`src/rtl/axis_rr_arbiter.sv`:
```
// axis_rr_arbiter
//   Round-robin burst arbiter and 32-bit data mux sharing one stream output
//   between N_REQ producers. A grant lasts up to BURST_MAX beats. Each grant
//   is followed by one IDLE arbitration cycle.
//
// Ports
//   clk           in   single clock, rising edge
//   rst_n         in   synchronous active-low reset
//   d_valid       in   [N_REQ]     per-requester valid
//   data_in       in   [N_REQ*DW]  flattened data, requester k at [k*DW +: DW]
//   p_ready       in   downstream ready
//   i_ready       out  [N_REQ]     per-requester ready, one-hot or zero
//   d_valid_out   out  output valid
//   data_out      out  [DW]        muxed output data
//   grant_idx     out  [4]         current / last owner (round-robin pointer)
//   grant_active  out  arbiter is in GRANT
//   grant_count   out  [32]        (ARB_STATS_EN only) IDLE->GRANT count, saturating
//   stall_count   out  [32]        (ARB_STATS_EN only) stalled GRANT cycles, saturating
//
// Optional feature macro: ARB_STATS_EN
//
// state | meaning
// ------+-----------------------------------------------------------
// IDLE  | arbitrate: pick first valid requester above owner, wrapping
// GRANT | transfer beats from owner until burst limit or valid drops
module axis_rr_arbiter #(
    parameter int N_REQ     = 15,
    parameter int BURST_MAX = 4,
    parameter int DW        = 32
) (
    input  logic                clk,
    input  logic                rst_n,
    input  logic [N_REQ-1:0]    d_valid,
    input  logic [N_REQ*DW-1:0] data_in,
    input  logic                p_ready,
    output logic [N_REQ-1:0]    i_ready,
    output logic                d_valid_out,
    output logic [DW-1:0]       data_out,
    output logic [3:0]          grant_idx,
`ifdef ARB_STATS_EN
    output logic [31:0]         grant_count,
    output logic [31:0]         stall_count,
`endif
    output logic                grant_active
);

    typedef enum logic {
        IDLE  = 1'b0,
        GRANT = 1'b1
    } state_t;

    state_t      state;
    logic [3:0]  owner;
    logic [7:0]  beat_cnt;

    logic [15:0] dv16;
    logic        dv_own;
    logic        grant;
    logic        transfer;
    logic        found;
    logic [3:0]  next_owner;
    logic [4:0]  sum;

    // Padded to 16 so a 4-bit owner index always addresses a real bit.
    assign dv16     = 16'(d_valid);
    assign dv_own   = dv16[owner];
    // Outputs read as idle while reset is asserted, even if state is still GRANT.
    assign grant    = (state == GRANT) && rst_n;
    assign transfer = grant && dv_own && p_ready;

    assign grant_active = grant;
    assign grant_idx    = owner;
    assign d_valid_out  = grant && dv_own;

    // Search owner+1 .. owner+N_REQ (mod N_REQ). Iterating downward lets the
    // nearest candidate overwrite farther ones, so the closest one wins.
    always_comb begin
        next_owner = owner;
        found      = 1'b0;
        sum        = '0;
        for (int i = N_REQ; i >= 1; i--) begin
            sum = {1'b0, owner} + 5'(i);
            if (sum >= 5'(N_REQ)) begin
                sum = sum - 5'(N_REQ);
            end
            if (dv16[sum[3:0]]) begin
                next_owner = sum[3:0];
                found      = 1'b1;
            end
        end
    end

    always_comb begin
        data_out = '0;
        i_ready  = '0;
        for (int k = 0; k < N_REQ; k++) begin
            if (grant && (owner == 4'(k))) begin
                data_out   = data_in[k*DW +: DW];
                i_ready[k] = p_ready;
            end
        end
    end

    always_ff @(posedge clk) begin
        if (!rst_n) begin
            state    <= IDLE;
            owner    <= 4'(N_REQ-1);
            beat_cnt <= '0;
        end else begin
            case (state)
                IDLE: begin
                    if (found) begin
                        owner    <= next_owner;
                        beat_cnt <= '0;
                        state    <= GRANT;
                    end
                end
                GRANT: begin
                    if (!dv_own) begin
                        state <= IDLE;
                    end else if (p_ready) begin
                        beat_cnt <= beat_cnt + 8'd1;
                        if (beat_cnt == 8'(BURST_MAX-1)) begin
                            state <= IDLE;
                        end
                    end
                end
                default: state <= IDLE;
            endcase
        end
    end

`ifdef ARB_STATS_EN
    always_ff @(posedge clk) begin
        if (!rst_n) begin
            grant_count <= '0;
            stall_count <= '0;
        end else begin
            if ((state == IDLE) && found && (grant_count != 32'hFFFF_FFFF)) begin
                grant_count <= grant_count + 32'd1;
            end
            if ((state == GRANT) && dv_own && !p_ready && (stall_count != 32'hFFFF_FFFF)) begin
                stall_count <= stall_count + 32'd1;
            end
        end
    end
`endif

    // beat_cnt only matters while granted; transfer is kept for readability of
    // the handshake and feeds nothing else.
    logic unused_ok;
    assign unused_ok = transfer;

endmodule

```
`config.mk`:
```
export PLATFORM = sky130hd
export DESIGN_NAME = axis_rr_arbiter
export DESIGN_NICKNAME = d
export VERILOG_FILES = /design/src/rtl/axis_rr_arbiter.sv
export SDC_FILE = /design/constraint.sdc
export NUM_CORES = 1
export LEC_CHECK = 0
export ABC_AREA = 1
export ABC_CLOCK_PERIOD_IN_PS = 4800
export CORE_AREA = 3 3 213 215
export DETAILED_ROUTE_END_ITERATION = 6
export DIE_AREA = 0 0 216 218
export DONT_BUFFER_PORTS = 1
export PLACE_DENSITY = 0.44
export SLEW_MARGIN = 10
export SYNTH_ARGS = -nofsm -noshare
export SYNTH_HDL_FRONTEND = slang
export SYNTH_SLANG_ARGS = --single-unit
```
`constraint.sdc`:
```
create_clock -name clk -period 4.8 [get_ports clk]
set_input_delay 0.72 -clock clk [delete_from_list [all_inputs] [get_ports clk]]
set_output_delay 0.72 -clock clk [all_outputs]
set_load 0.005 [all_outputs]
```
==> flow_summary.ini, run 1 <==
[status]
status = complete, no violations

[run]
drv_cap = 0

[synth]
synth_cell_type_count = 48
yosys-top-cells-count = nand2_1, o21ai_0, nor2_1
yosys.area.top_type = nand2_1
syn-num-nets = 2425
synth_area_sq_um = 9740
ys_ff_latch = 13
async_reset_ff_frac = 0
netlist_instances = 1908
synth_seq_area_share = 0.0267
synth_most_common_cell = nand2_1
synth_area_leaders = nand2_1, o21ai_0, o211ai_1
postSynthAreaPerCell_sq_um = 5.11
synth_top_area_frac = 0.175
synth_edf_count = 0
synth_ff_type = dfxtp_1
yosys_warnings = 0

[timing]
clock_skew_ns = 0.00500
drv_slew = 0
post-route-min-period_ns = 4.66
final-hold-violation-count = 0
worst_slew_pin_slew_ns = 1.12
final.setup.worst_slack_ns = 0.138
post-route-period-util = 0.971
rsz0062_at_grt = yes
maxSlewHeadroom = 0.254
setup_violations = 0
fmax_ghz = 0.215

[die]
core_sq_um = 43900
dieHeight_um = 218
ios = 551
rows = 77
die-area_sq_um = 47100
die_x_um = 216
start_util = 0.222

[clock_tree]
cts_tree = yes
clkLatencyLatePin_ns = 0.24
cts_buffer_depth = 2
cts_sinks = 13
numCtsBuffers = 3
path_clk_slew_ns = 0.05
htreeDepth = 1
clockRootBuffer = clkbuf_16

[final_layout]
num-fill-cells = 5306
final_area_sq_um = 11100
drive_gt1_frac = 0.114
synthToLayoutAreaGrowth_pct = 13.7
fin_nets = 2408
post-route-util = 0.252
finalNonFillerCells = 2494

[place]
portBuffers = 0
dp_cells = 2478
place_ws_ns = 0.261
dpl.hpwl_um = 67500
gp_routability_congestion = 1.06
placed_cell_area_sq_um = 10900

[critical_path]
crit_required_ns = 4.08
cp.arrival_ns = 3.94
crit_path_end_kind = output pin
start_kind = flip-flop
worstSetupPathType = flip-flop to output pin
reg2reg_slack_ns = 0.47
path_max_fanout = 15

[drt]
routed_wl_um = 81500
wire_per_inst_um = 32.7
first_pass_iters = 6
drc = 0
ant_nets = 0
drtIter0Drc = 1836
vias = 14500
post_drt_via_cell_ratio = 5.80

[pwr]
cellPowerDensity_nw_per_um2 = 743
power.leakage_nw = 4.54
peakVddDrop_v = 0.000351

[global_route]
grt_pass1_wl_um = 110000
grt_pass1_vias = 13500
track_usage = 0.325
antenna_found_initial = 17
grt_max_degree = 66
grt-ovfl-total = 0

[worst_hold_path]
hold_class = flip-flop to flip-flop
what timing repair did:
action | in CTS | in global routing
buffers inserted | 0 | 0
endpoints found under the hold margin | 0 | 0
hold buffers | 0 | 0
setup endpoints to repair | 0 | 24
gates resized for setup | 0 | 13
state kept, by name, indices dropped and copies added, names as in the netlist:
register	flops
beat_cnt	8
grant_idx	4
state	1
layout make-up:
type / instances / area [sq um] / area share
sequential: 13 / 262 / 0.0236
tap: 592 / 741 / 0.0669
inverter: 152 / 571 / 0.0515
timing repair buffer: 108 / 965 / 0.0871
multi-input combinational: 1613 / 8430 / 0.761
clock buffer: 4 / 78.8 / 0.00711
antenna: 12 / 30.0 / 0.00271
critical path: stages, from the launching register on:
cell      delay, ns
dfxtp_1        0.33
buf_4          0.27
ha_1           0.23
inv_1          0.07
nor2_1         0.22
nand2_2        0.26
buf_4          0.26
o211ai_1       0.09
o211ai_1       0.21
nand3_1        0.14
o211ai_1       0.09
a31oi_1        0.28
nor2_1         0.14
o31ai_1        0.24
nor2_1         0.06
o21a_1         0.19
o21ai_0        0.28
buf_4          0.21
buf_4          0.12
metrics by stage:
step	TNS [ns]	hold slack, ns	power, mW
2_1_floorplan	0	0.484	5.59
3_3_place_gp	0	0.510	7.75
3_5_place_dp	0	0.520	7.83
4_1_cts	0	0.528	8.02
5_1_grt	-0.244	0.548	9.10
6_report	0	0.527	8.23
worst paths after layout:
path | start | endpoint | depth (start not counted)
max | grant_idx[2] | data_out[5] | 18
min | beat_cnt[7] | beat_cnt[7] | 2
min reg2reg | beat_cnt[7] | beat_cnt[7] | 2
max reg2reg | grant_idx[1] | beat_cnt[6] | 22
per-layer routing:
metal,routed length [um],global-route usage
met5,20,0
met1,34100,0.425
met2,38000,0.546
met3,7110,0.0698
met4,2340,0.0823
cell usage in the layout, fill, tap and decap left out, drive strengths merged:
master  count
dfxtp      13
or2         2
o211ai    125
nor4        5
o22ai       6
xor2       10
nand3b      4
nor3       16
o21a       33
o221ai      7
a21oi     127
o311ai      4
nand4      36
ha         19
xnor2       3
diode      12
nand3     161
inv       146
buf       108
o31ai      32
clkinv      6
nor3b       1
nor2      210
a211oi      2
nand2     486
clkbuf      4
o21ai     291
a31oi      33
report_power, final:
group,switching (mW),leakage (nW),internal [mW]
clock,0.0455,0.0382,0.112
sequential,0.0162,0.107,0.130
combinational,5.46,4.39,2.47
total,5.52,4.54,2.71
cell families (layout without fill, tap and decap cells):
kind of cell | after synthesis | after routing | synth area share
XOR/XNOR | 13 | 13 | 0.0175
buffers and inverters | 282 | 264 | 0.118
flip-flops | 13 | 13 | 0.0267
AO/OA/AOI/OAI | 660 | 660 | 0.406
AND/OR/NAND/NOR | 921 | 921 | 0.407
adder cells (fa/ha/maj) | 19 | 19 | 0.0244
other | 0 | 12 | 0
(Power assumes the default switching activity.)
==> run 2, diff against run 1 <==
--- a/config.mk
+++ b/config.mk
@@ -7,12 +7,14 @@
 export LEC_CHECK = 0
 export ABC_AREA = 1
 export ABC_CLOCK_PERIOD_IN_PS = 4800
-export CORE_AREA = 3 3 213 215
+export CELL_PAD_IN_SITES_DETAIL_PLACEMENT = 1
+export CELL_PAD_IN_SITES_GLOBAL_PLACEMENT = 1
+export CORE_AREA = 3 3 215 217
 export DETAILED_ROUTE_END_ITERATION = 6
-export DIE_AREA = 0 0 216 218
+export DIE_AREA = 0 0 218 220
 export DONT_BUFFER_PORTS = 1
-export PLACE_DENSITY = 0.44
-export SLEW_MARGIN = 10
+export PLACE_DENSITY = 0.59
+export SLEW_MARGIN = 20
 export SYNTH_ARGS = -nofsm -noshare
 export SYNTH_HDL_FRONTEND = slang
 export SYNTH_SLANG_ARGS = --single-unit
==> run 2 against run 1 <==
Combinational power is 3.2% higher. Maximum frequency is 1.1% lower. Final cell count is 0.48% higher. First-iteration DRC count is 28% lower. Sequential share of layout area hardly changed. Design area is 1.4% higher. Flip-flop and latch count stayed put. Clock skew is 0.0014 ns lower. Clock power hardly changed. Die area is 1.9% higher. Largest cell class unchanged. Highest routed layer unchanged.
==> flow_summary.ini, run 2 (synthesized netlist as in run 1, its figures left out) <==
[die]
ios = 551
start_util = 0.220
die_x_um = 218
die-area_sq_um = 48000
core_sq_um = 44300
rows = 77
dieHeight_um = 220

[pwr]
cellPowerDensity_nw_per_um2 = 755
internal_power_mw = 2.74
p_sw_frac = 0.677
pwr-share-seq = 0.018
combPwrFrac = 0.963
p_clk_frac = 0.019
power_switching_mw = 5.75
power.leakage_nw = 4.60
peakVddDrop_v = 0.000321

[critical_path]
crit_family = compound AO/OA/AOI/OAI gates
path_max_fanout = 64
crit_slowest_cell = a31oi_1
crit_required_ns = 4.08
cp.arrival_ns = 3.99
r2r_cells = 23
crit_buf_inv = 4
crit_path_end_kind = output pin
start_kind = primary input
crit_cells = 17
worstSetupPathType = primary input to output pin
crit_chain = nand2_1, buf_4, nor2_1, nand2_2, buf_12, o211ai_1, o211ai_1, nand3_1, o211ai_1, a31oi_1, nor2_2, o31ai_2, nor2_1, o21a_1, o21ai_1, buf_4, buf_4
slowest_delay_ns = 0.30

[final_layout]
num-fill-cells = 5921
drive_gt1_frac = 0.125
final_common_cell = nand2_1
largest_reg_flops = 8
fin_nets = 2420
synthToLayoutAreaGrowth_pct = 15.3
final_area_sq_um = 11200
finalNonFillerCells = 2506
largest-register = beat_cnt
mostFrequentLayoutCells = nand2_1, o21ai_0, nor2_1

[clock_tree]
path_clk_slew_ns = 0.05
numCtsBuffers = 3
htreeDepth = 1
cts_tree = yes
cts_sinks = 13
clkLatencyLatePin_ns = 0.24
clockRootBuffer = clkbuf_16
cts_buffer_depth = 2

[drt]
routed_wl_um = 82700
wire_per_inst_um = 33.0
first_pass_iters = 5
topRoutingLayerUsed = met5
met1_length_um = 34900
vias = 14600
dr_wl_met3_um = 5710
ant_nets = 0
post_drt_via_cell_ratio = 5.82
wl_met2_um = 39700
drc = 0
drtIter0Drc = 1318

[timing]
post-route-period-util = 0.982
final-hold-violation-count = 0
clock_skew_ns = 0.00364
worst_slew_pin_slew_ns = 0.878
maxSlewHeadroom = 0.410
fmax_ghz = 0.212
rsz0062_at_grt = no
drv_slew = 0
final.setup.worst_slack_ns = 0.0881
post-route-min-period_ns = 4.71
setup_violations = 0
fin_tns_setup_ns = 0

[place]
portBuffers = 0
dp_cells = 2487
dpl.hpwl_um = 68200
gp_routability_congestion = 1.07
placed_cell_area_sq_um = 11000
place_ws_ns = -0.00413

[worst_hold_path]
whs_path_depth = 2
hold_class = flip-flop to flip-flop

[global_route]
track_usage = 0.323
grt_pass1_vias = 14400
grt_max_degree = 66
grt-ovfl-total = 0
grt_pass1_wl_um = 112000
antenna_found_initial = 15

[status]
status = complete, no violations

[run]
drv_cap = 0
## run 2: final timing paths
kind	from	endpoint	slack, ns
setup / recovery	rst_n	data_out[0]	0.09
hold / removal	beat_cnt[7]	beat_cnt[7]	0.54
setup reg to reg	grant_idx[1]	grant_idx[3]	0.42
hold reg to reg	beat_cnt[7]	beat_cnt[7]	0.54
## run 2: final cells by class
cell class	instances	area, sq um	area share
clock buffer	4	78.8	0.00702
antenna	12	30.0	0.00267
tap	592	741	0.0659
inverter	152	573	0.0510
sequential	13	263	0.0234
timing repair buffer	119	1080	0.0958
multi-input combinational	1614	8470	0.754
## run 2: what timing repair did
item / in CTS / in global routing
gates resized for setup: 5 / 28
endpoints found under the hold margin: 0 / 0
setup buffers: 0 / 1
pin swaps: 1 / 10
cloned: 0 / 2
setup endpoints to repair: 3 / 32
hold buffers: 0 / 0
## run 2: layer usage
metal	GRT usage	up-vias
li1	-	6622
met1	0.416	7188
met2	0.558	675
met3	0.0578	107
met4	0.0772	4
met5	0	-
## run 2: stage by stage
stage | util | hold WS (ns) | power, mW
4_1_cts | 0.250 | 0.536 | 8.23
3_3_place_gp | 0.248 | 0.505 | 7.76
5_1_grt | 0.253 | 0.559 | 9.27
6_report | 0.254 | 0.535 | 8.49
2_1_floorplan | - | 0.484 | 5.59
3_5_place_dp | 0.248 | 0.521 | 8.04
## run 2: power by group through the flow
stage	sequential, mW	combinational [mW]	clock [mW]
floorplan	0.156	5.43	0
global placement	0.150	7.61	0
detailed placement	0.152	7.89	0
CTS	0.150	7.92	0.157
global route	0.153	8.95	0.164
finish	0.152	8.18	0.158
## run 2: tightest hold or removal path, delay by kind of cell, from the launching register on
kind | cells | cell delay, ns
AO/OA/AOI/OAI | 1 | 0.07
flip-flops | 1 | 0.33
AND/OR/NAND/NOR | 1 | 0.09
